### src/rtl/sonar_pkg.sv
// Shared definitions for the ultrasonic ranging blocks: FSM encoding,
// counter width and cycle-count derivation from the time parameters.
package sonar_pkg;

    localparam int unsigned CNT_W = 24;

    localparam logic [2:0] ST_IDLE = 3'd0;
    localparam logic [2:0] ST_TRIG = 3'd1;
    localparam logic [2:0] ST_ARM  = 3'd2;
    localparam logic [2:0] ST_ECHO = 3'd3;
    localparam logic [2:0] ST_HOLD = 3'd4;

    typedef enum logic [2:0] {
        S_IDLE = ST_IDLE,
        S_TRIG = ST_TRIG,
        S_ARM  = ST_ARM,
        S_ECHO = ST_ECHO,
        S_HOLD = ST_HOLD
    } state_t;

    function automatic logic [CNT_W-1:0] trig_cyc(input int unsigned mhz, input int unsigned us);
        return CNT_W'(mhz * us);
    endfunction

    function automatic logic [CNT_W-1:0] to_cyc(input int unsigned mhz, input int unsigned ms);
        return CNT_W'(mhz * ms * 32'd1000);
    endfunction

    function automatic logic [CNT_W-1:0] per_cyc(input int unsigned mhz, input int unsigned ms);
        return CNT_W'(mhz * ms * 32'd1000);
    endfunction

    // Subtract without wrapping below zero.
    function automatic logic [CNT_W-1:0] floor_sub(input logic [CNT_W-1:0] v,
                                                   input logic [CNT_W-1:0] d);
        return (v > d) ? v - d : '0;
    endfunction

endpackage

### src/rtl/echo_sync.sv
// Two-flop synchronizer for an asynchronous pin, with single-cycle
// rise/fall strobes derived from the synchronized level and its delay.
module echo_sync (
    input  logic clk,
    input  logic reset,
    input  logic din,
    output logic rise_c,
    output logic fall_c
);

    logic meta;
    logic sync;
    logic prev;

    always_ff @(posedge clk) begin
        if (!reset) begin
            meta <= 1'b0;
            sync <= 1'b0;
            prev <= 1'b0;
        end else begin
            meta <= din;
            sync <= meta;
            prev <= sync;
        end
    end

    assign rise_c = sync & ~prev;
    assign fall_c = ~sync & prev;

endmodule

### src/rtl/sonar_trigger_tx.sv
// Ultrasonic sensor transmit side: fixed-width trigger pulse, echo window
// supervision with timeout, and minimum ranging period enforcement.
module sonar_trigger_tx
    import sonar_pkg::*;
#(
    parameter int unsigned CLKSPDMHZ = 100,
    parameter int unsigned TRIGUS    = 10,
    parameter int unsigned TIMEOUTMS = 38,
    parameter int unsigned PERIODMS  = 60
) (
    input  logic clk,
    input  logic reset,
    input  logic start,
    input  logic continuous,
    input  logic echo,
    output logic trig,
    output logic busy,
    output logic echo_rise,
    output logic done,
    output logic timeout
);

    localparam logic [CNT_W-1:0] TRIG_CYC = trig_cyc(CLKSPDMHZ, TRIGUS);
    localparam logic [CNT_W-1:0] TO_CYC   = to_cyc(CLKSPDMHZ, TIMEOUTMS);
    localparam logic [CNT_W-1:0] PER_CYC  = per_cyc(CLKSPDMHZ, PERIODMS);

    // Outputs trail the state by one register stage, and IDLE spends one
    // sampling cycle, so HOLD leaves two counts early to keep trig
    // rise-to-rise spacing at exactly PER_CYC.
    localparam logic [CNT_W-1:0] TRIG_LIM = floor_sub(TRIG_CYC, CNT_W'(1));
    localparam logic [CNT_W-1:0] HOLD_LIM = floor_sub(PER_CYC, CNT_W'(2));

    state_t           state;
    logic [CNT_W-1:0] ph_cnt;
    logic [CNT_W-1:0] per_cnt;
    logic             rise_c;
    logic             fall_c;

    echo_sync u_echo_sync (
        .clk    (clk),
        .reset  (reset),
        .din    (echo),
        .rise_c (rise_c),
        .fall_c (fall_c)
    );

    always_ff @(posedge clk) begin
        if (!reset) begin
            state     <= S_IDLE;
            ph_cnt    <= '0;
            per_cnt   <= '0;
            trig      <= 1'b0;
            busy      <= 1'b0;
            echo_rise <= 1'b0;
            done      <= 1'b0;
            timeout   <= 1'b0;
        end else begin
            echo_rise <= 1'b0;
            done      <= 1'b0;
            timeout   <= 1'b0;
            trig      <= (state == S_TRIG);
            busy      <= (state != S_IDLE);
            per_cnt   <= per_cnt + CNT_W'(1);

            case (state)
                S_IDLE: begin
                    ph_cnt  <= '0;
                    per_cnt <= '0;
                    if (start || continuous) begin
                        state <= S_TRIG;
                    end
                end
                S_TRIG: begin
                    if (ph_cnt >= TRIG_LIM) begin
                        ph_cnt <= '0;
                        state  <= S_ARM;
                    end else begin
                        ph_cnt <= ph_cnt + CNT_W'(1);
                    end
                end
                // Only a fresh 0->1 edge counts; a level already high is stale.
                S_ARM: begin
                    ph_cnt <= ph_cnt + CNT_W'(1);
                    if (rise_c) begin
                        echo_rise <= 1'b1;
                        state     <= S_ECHO;
                    end else if (ph_cnt >= TO_CYC) begin
                        timeout <= 1'b1;
                        state   <= S_HOLD;
                    end
                end
                // A falling edge on the expiry cycle is a valid echo.
                S_ECHO: begin
                    ph_cnt <= ph_cnt + CNT_W'(1);
                    if (fall_c) begin
                        done  <= 1'b1;
                        state <= S_HOLD;
                    end else if (ph_cnt >= TO_CYC) begin
                        timeout <= 1'b1;
                        state   <= S_HOLD;
                    end
                end
                S_HOLD: begin
                    if (per_cnt >= HOLD_LIM) begin
                        state <= S_IDLE;
                    end
                end
                default: begin
                    state <= S_IDLE;
                end
            endcase
        end
    end

endmodule

### config.mk
export PLATFORM = sky130hd
export DESIGN_NAME = sonar_trigger_tx
export DESIGN_NICKNAME = d
export VERILOG_FILES = /design/src/rtl/sonar_pkg.sv /design/src/rtl/echo_sync.sv /design/src/rtl/sonar_trigger_tx.sv
export SDC_FILE = /design/constraint.sdc
export NUM_CORES = 1
export LEC_CHECK = 0
export ABC_AREA = 1
export CORE_ASPECT_RATIO = 0.7
export CORE_UTILIZATION = 32
export CTS_CLUSTER_DIAMETER = 150
export DETAILED_ROUTE_END_ITERATION = 8
export PLACE_DENSITY = 0.52
export SYNTH_ARGS = -nofsm -noshare
export SYNTH_HDL_FRONTEND = slang
export SYNTH_SLANG_ARGS = --single-unit
### constraint.sdc
create_clock -name clk -period 2 [get_ports clk]
set_clock_uncertainty 0.2 [all_clocks]
set_input_delay 0.3 -clock clk [delete_from_list [all_inputs] [get_ports clk]]
set_output_delay 0.3 -clock clk [all_outputs]
set_load 0.005 [all_outputs]
# Yosys cells after proc, flatten, opt, wreduce, memory -nomap -nowiden
# Cells that the tools add are included.
# Widths: inputs -> output; s select.
dict set report totals {
  register_bits 59
  in_bits 5
  out_inout_bits 5
  word_cells 52
}
dict set report classes {
  addsub 2
  n_lt_le_gt_ge 3
  eq_ne 7
  mux 15
  bitwise_logic 5
  reduce_logical 9
}
# cell n
set op_table {}
lappend op_table {{$pmux 24 s3} 1}
lappend op_table {{$add 24x1->24 const B} 2}
lappend op_table {{$ge 24x10->1 const B} 1}
lappend op_table {{$ge 24x22->1 const B} 1}
lappend op_table {{$ge 24x23->1 const B} 1}
lappend op_table {{$mux 24} 1}
lappend op_table {{$mux 3} 6}
lappend op_table {{$pmux 3 s5} 1}
lappend op_table {{$eq 3x2->1 const B} 2}
lappend op_table {{$reduce_bool 3->1} 2}
lappend op_table {{$mux 1} 5}
lappend op_table {{$ne 2x2->1 const B} 2}
lappend op_table {{$reduce_and 2->1} 2}
lappend op_table {{$reduce_or 2->1} 2}
lappend op_table {{$eq 3x1->1 const B} 1}
lappend op_table {{$eq 3x3->1 const B} 1}
lappend op_table {{$logic_not 3->1} 1}
lappend op_table {{$not 1->1} 3}
lappend op_table {{$reduce_and 3->1} 1}
lappend op_table {{$and 1x1->1} 2}
lappend op_table {{$ne 2x1->1 const B} 1}
lappend op_table {{$pmux 1 s2} 1}
lappend op_table {{$logic_or 1x1->1} 1}

# Logic depth before layout (Yosys ltp)
# Gate-level depths: netlist (run 1).
dict set report depth {
  word_depth 4
  mapped_depth 12
  mapped_depth_nobuf 12
}

# By module
# Synthesis (run 1) repeated with hierarchy kept, for this count alone.
dict set report unflattened {
  hier_cells 482
  area_unflattened_um2 3236.9
}
# module n_inst cells_each area_each_um2 seq_area_each_um2
set by_module_without_submodules {}
lappend by_module_without_submodules {sonar_trigger_tx 1 469 3136.8 1121.1}
lappend by_module_without_submodules {echo_sync 1 13 100.1 60.1}

# Worst setup path after synthesis (run 1)
# No wires, ideal clock.
dict set report synth_path {
  path_kind {flip-flop to flip-flop}
  from {register per_cnt[1]}
  to {register per_cnt[16]}
  setup_time_ps 117
  arrival_ps 1434
  required_time_ps 1683
  setup_slack_ps 249
  stages_incl_launch_ff 11
  n_path_buf 0
  synth_period_minus_slack_ps 1751
  path_cell_list {dfxtp_1 > ha_1 > inv_1 > nor2_2 > nand4_1 > nor2_1 > nand2_1 > inv_1 > nand2_1 > xor2_1 > nor2_1}
}
dict set report synth_via {
  elab_chain_cells 1
}
# element line
set synth_lines {}
lappend synth_lines {{from (decl)} sonar_trigger_tx.sv:35} ;# logic [CNT_W-1:0] per_cnt;
lappend synth_lines {{from (signal assigned)} sonar_trigger_tx.sv:63} ;# per_cnt <= per_cnt + CNT_W'(1);
lappend synth_lines {{$add 24x1->24} sonar_trigger_tx.sv:63}
# Every way passes these cells.
# A chain may end at the register's enable or synchronous reset.

# Final worst setup path (run 1)
dict set report layout_path {
  from {register ph_cnt[0]}
  to {register ph_cnt[6]}
}
dict set report layout_via {
  elab_chain_cells 3
  elab_cells_between_ends 4
  classes_between {add/sub (1); order compare (1); mux (2)}
}
# element line
set layout_lines {}
lappend layout_lines {{from (decl)} sonar_trigger_tx.sv:34} ;# logic [CNT_W-1:0] ph_cnt;
lappend layout_lines {{from (signal assigned)} sonar_trigger_tx.sv:78} ;# ph_cnt <= ph_cnt + CNT_W'(1);
lappend layout_lines {{from (signal assigned)} sonar_trigger_tx.sv:83} ;# ph_cnt <= ph_cnt + CNT_W'(1);
lappend layout_lines {{from (signal assigned)} sonar_trigger_tx.sv:94} ;# ph_cnt <= ph_cnt + CNT_W'(1);
lappend layout_lines {{$add 24x1->24 / $ge 24x10->1 (equally long branches)} --}
lappend layout_lines {{$mux 24} sonar_trigger_tx.sv:74} ;# if (ph_cnt >= TRIG_LIM) begin
lappend layout_lines {{$pmux 24 s3 *} sonar_trigger_tx.sv:65} ;# case (state)
# Every way passes the cells marked *; elsewhere a longest branch is shown, timed or not.

==> results of run 1 <==
==> power groups by stage <==
stage / Combinational, mW / Sequential, mW / Clock [mW]
global route: 0.584 / 1.30 / 1.66
global placement: 0.510 / 1.31 / 0
floorplan: 0.338 / 1.30 / 0
CTS: 0.516 / 1.29 / 1.60
detailed placement: 0.514 / 1.31 / 0
finish: 0.521 / 1.29 / 1.56
==> metrics by stage <==
step           hold slack [ns]  cell area [sq um]
2_1_floorplan            0.190               3290
3_3_place_gp             0.192               3600
3_5_place_dp             0.217               3600
4_1_cts                  0.225               3900
5_1_grt                  0.237               3970
6_report                 0.214               3970
==> layout by cell type, fill, tap and decap left out, types with 4 or more instances in the layout <==
master,count
a21oi_1,21
buf_4,20
clkbuf_16,9
clkdlybuf4s50_1,9
dfxtp_1,57
ha_1,4
inv_1,80
nand2_1,112
nand2_2,5
nand3_1,47
nand4_1,11
nor2_1,75
nor2_2,9
nor3_1,22
nor3_2,5
o21ai_0,11
xor2_1,14
==> path summary, 6_finish.rpt <==
check	depth (start not counted)	endpoint	start	slack [ns]
max	9	ph_cnt[6]	ph_cnt[0]	0.12
min	2	u_echo_sync.sync	u_echo_sync.meta	0.21
max reg2reg	9	ph_cnt[6]	ph_cnt[0]	0.12
min reg2reg	2	u_echo_sync.sync	u_echo_sync.meta	0.21
==> Yosys cell counts, drive strengths merged <==
library cell  number
nor2              87
or2                3
a31oi              1
nand2            118
nor3b              2
nor2b              1
xor2              14
nor4               2
inv               82
clkbuf             2
nand3b             1
nand4             11
nand3             48
ha                 4
and2               1
o21ai             11
o2111ai            1
buf                7
nor3              28
a21oi             21
o21bai             1
xnor2              3
or3                1
dfxtp             59
==> routing by layer <==
metal,global-route usage (%),wire length (microns)
met4,5.59,90
met2,20.4,3020
met1,28.4,4660
met3,4.32,535
met5,0,0
==> worst register-to-register path, cell delays in order, from the launching register on <==
cell,delay (ns)
dfxtp_1,0.35
ha_1,0.26
nand2_2,0.12
nand3_1,0.07
nand2_1,0.10
nand4_1,0.16
nand3_2,0.16
nand2_4,0.13
or2_1,0.24
inv_1,0.05
==> cell families after synthesis <==
| group | after synthesis | share of synthesized area, % |
|---|---|---|
| fa+ha+maj | 4 | 1.52 |
| xor+xnor | 17 | 4.52 |
| compound gates | 35 | 5.55 |
| buf+inv | 91 | 11.1 |
| flops | 59 | 35.9 |
| simple gates | 303 | 41.5 |
==> repair_timing <==
| action | 4_1_cts | 5_1_grt |
|---|---|---|
| setup buffers | 0 | 5 |
| resized for setup | 0 | 11 |
| setup endpoints to repair | 0 | 18 |
==> area by class of cell <==
class / count / area share, %
flip-flops and latches: 59 / 29.8
clock inverters: 2 / 0.882
clock buffers: 12 / 6.71
repair buffers: 29 / 6.05
inverters: 82 / 7.75
multi-input cells: 359 / 44.8
well taps: 128 / 4.03
==> results.yml, run 1 <==
global_route:
  grt_pass1_wl_microns: 14000
  grt_pass1_vias: 2725
  grt_max_degree: 20
  grt-ovfl-total: 0
  grtUsageTotal_pct: 17.3
  antenna_found_initial: 0
cells_and_area:
  drive_above_1_share_pct: 11.8
  diodes: 0
  multi_input_area_sq_um: 1780
  seqCellArea_sq_um: 1180
  fillers: 1035
  num-nets-final: 549
  utilization_pct: 40.4
  final_cells: 671
  area_delta_synth_final_pct: 20.6
  top_regs: "per_cnt: 24 flops, ph_cnt: 24 flops, state: 3 flops"
clock_tree:
  cts-buffers-inserted: 9
  tritoncts: "built"
  cts_sinks: 59
  hold_buffers: 0
  clk_pin_slew_ns: 0.05
  clock-root-buffer: "clkbuf_16"
  cts_max_path_buffers: 2
  clkLatencyLatePin_ns: 0.32
  htreeDepth: 3
power_and_ir_drop:
  sequentialPowerShare_pct: 38.3
  p_int_mw: 2.46
  clockPowerShare_pct: 46.3
  netSwitchingPower_mw: 0.914
  comb_power_share_pct: 15.4
  p_per_area_nw_per_um2: 849
  finalPower_mw: 3.37
  peakVddDrop_uv: 489
  swShare_pct: 27.1
  p_leak_nw: 1.61
critical_path:
  critPathSlowestCell: "dfxtp_1"
  path_max_fanout: 14
  crit_family: "simple AND/OR/NAND/NOR gates"
  cp-end-kind: "flip-flop"
  start_kind: "flip-flop"
  arrival_ns: 1.96
  max_stage_delay_ns: 0.35
  cp_cell_sequence: "ha_1, nand2_2, nand3_1, nand2_1, nand4_1, nand3_2, nand2_4, or2_1, inv_1"
  crit_required_ns: 2.07
  crit_buf_inv: 1
  crit_type: "flip-flop to flip-flop"
place:
  hpwl_microns: 6280
  dp_cells: 652
  io_buffers: 9
  gp_congestion: 0.838
  place_ws_ns: 0.0353
routing:
  avgViaCountPerCell: 4.70
  vias: 3152
  drtAntennaViolNets: 0
  routed_wl_microns: 8310
  drt_first_pass_iters: 5
  drt_iter0_drc: 319
  post-route-drc-count: 0
  post_drt_wl_per_cell_microns: 12.4
logic_synthesis:
  yosysWarnings: 0
  synth_cell_types: 34
  synth_seq_cells: 59
  synth_area_leaders: "dfxtp_1 36%, nand2_1 13%, inv_1 9.1%"
  netlist.area_leader.share_pct: 35.9
  syn_inst: 509
  syn_area_sq_um: 3290
  seq_area_frac_synth_pct: 35.9
  syn_nets: 518
  synth.avg_cell_area_sq_um: 6.47
  synth.largest_area_cell: "dfxtp_1"
sta:
  report.final.slew_viol_count: 0
  period_minus_slack_ns: 1.88
  setup_slack_ns: 0.115
  setup_violations: 0
  final_hold_viol_count: 0
  fin_crit_sh_pct: 94.2
  fmax_ghz: 0.531
  slew_headroom_pct: 69.3
  setup_tns_ns: 0
  rsz0062_at_grt: "true"
  tightest_slew_ns: 0.458
die:
  ioPinCount: 10
  fp.dieH_microns: 86.9
  design.core.area_sq_um: 9830
  die_area_sq_um: 10700
  fp.dieW_microns: 123
  start_util_pct: 33.5
  rows: 30
outcome:
  outcome: "complete, no violations"
flow_run:
  cap_violations: 0
min_path:
  hold_class: "flip-flop to flip-flop"
Note: power is estimated with default switching activity, not from simulation.
==> run 2, diff against run 1 <==
CTS_CLUSTER_DIAMETER = 30   (was 150)
==> results of run 2 <==
Final layout, timing and power as in run 1 (identical DEF).
==> run 3, diff against run 2 <==
==> constraint.sdc (replaced) <==
create_clock -name clk -period 2 [get_ports clk]
set_clock_uncertainty 0.2 [all_clocks]
set_input_delay 0.3 -clock clk [delete_from_list [all_inputs] [get_ports clk]]
set_output_delay 0.3 -clock clk [all_outputs]
set_load 0.01 [all_outputs]
==> results of run 3 <==
The final DEF is identical to that of run 1. Status: complete, no violations.
Among the figures that moved: total power 3.37 mW -> 3.38 mW
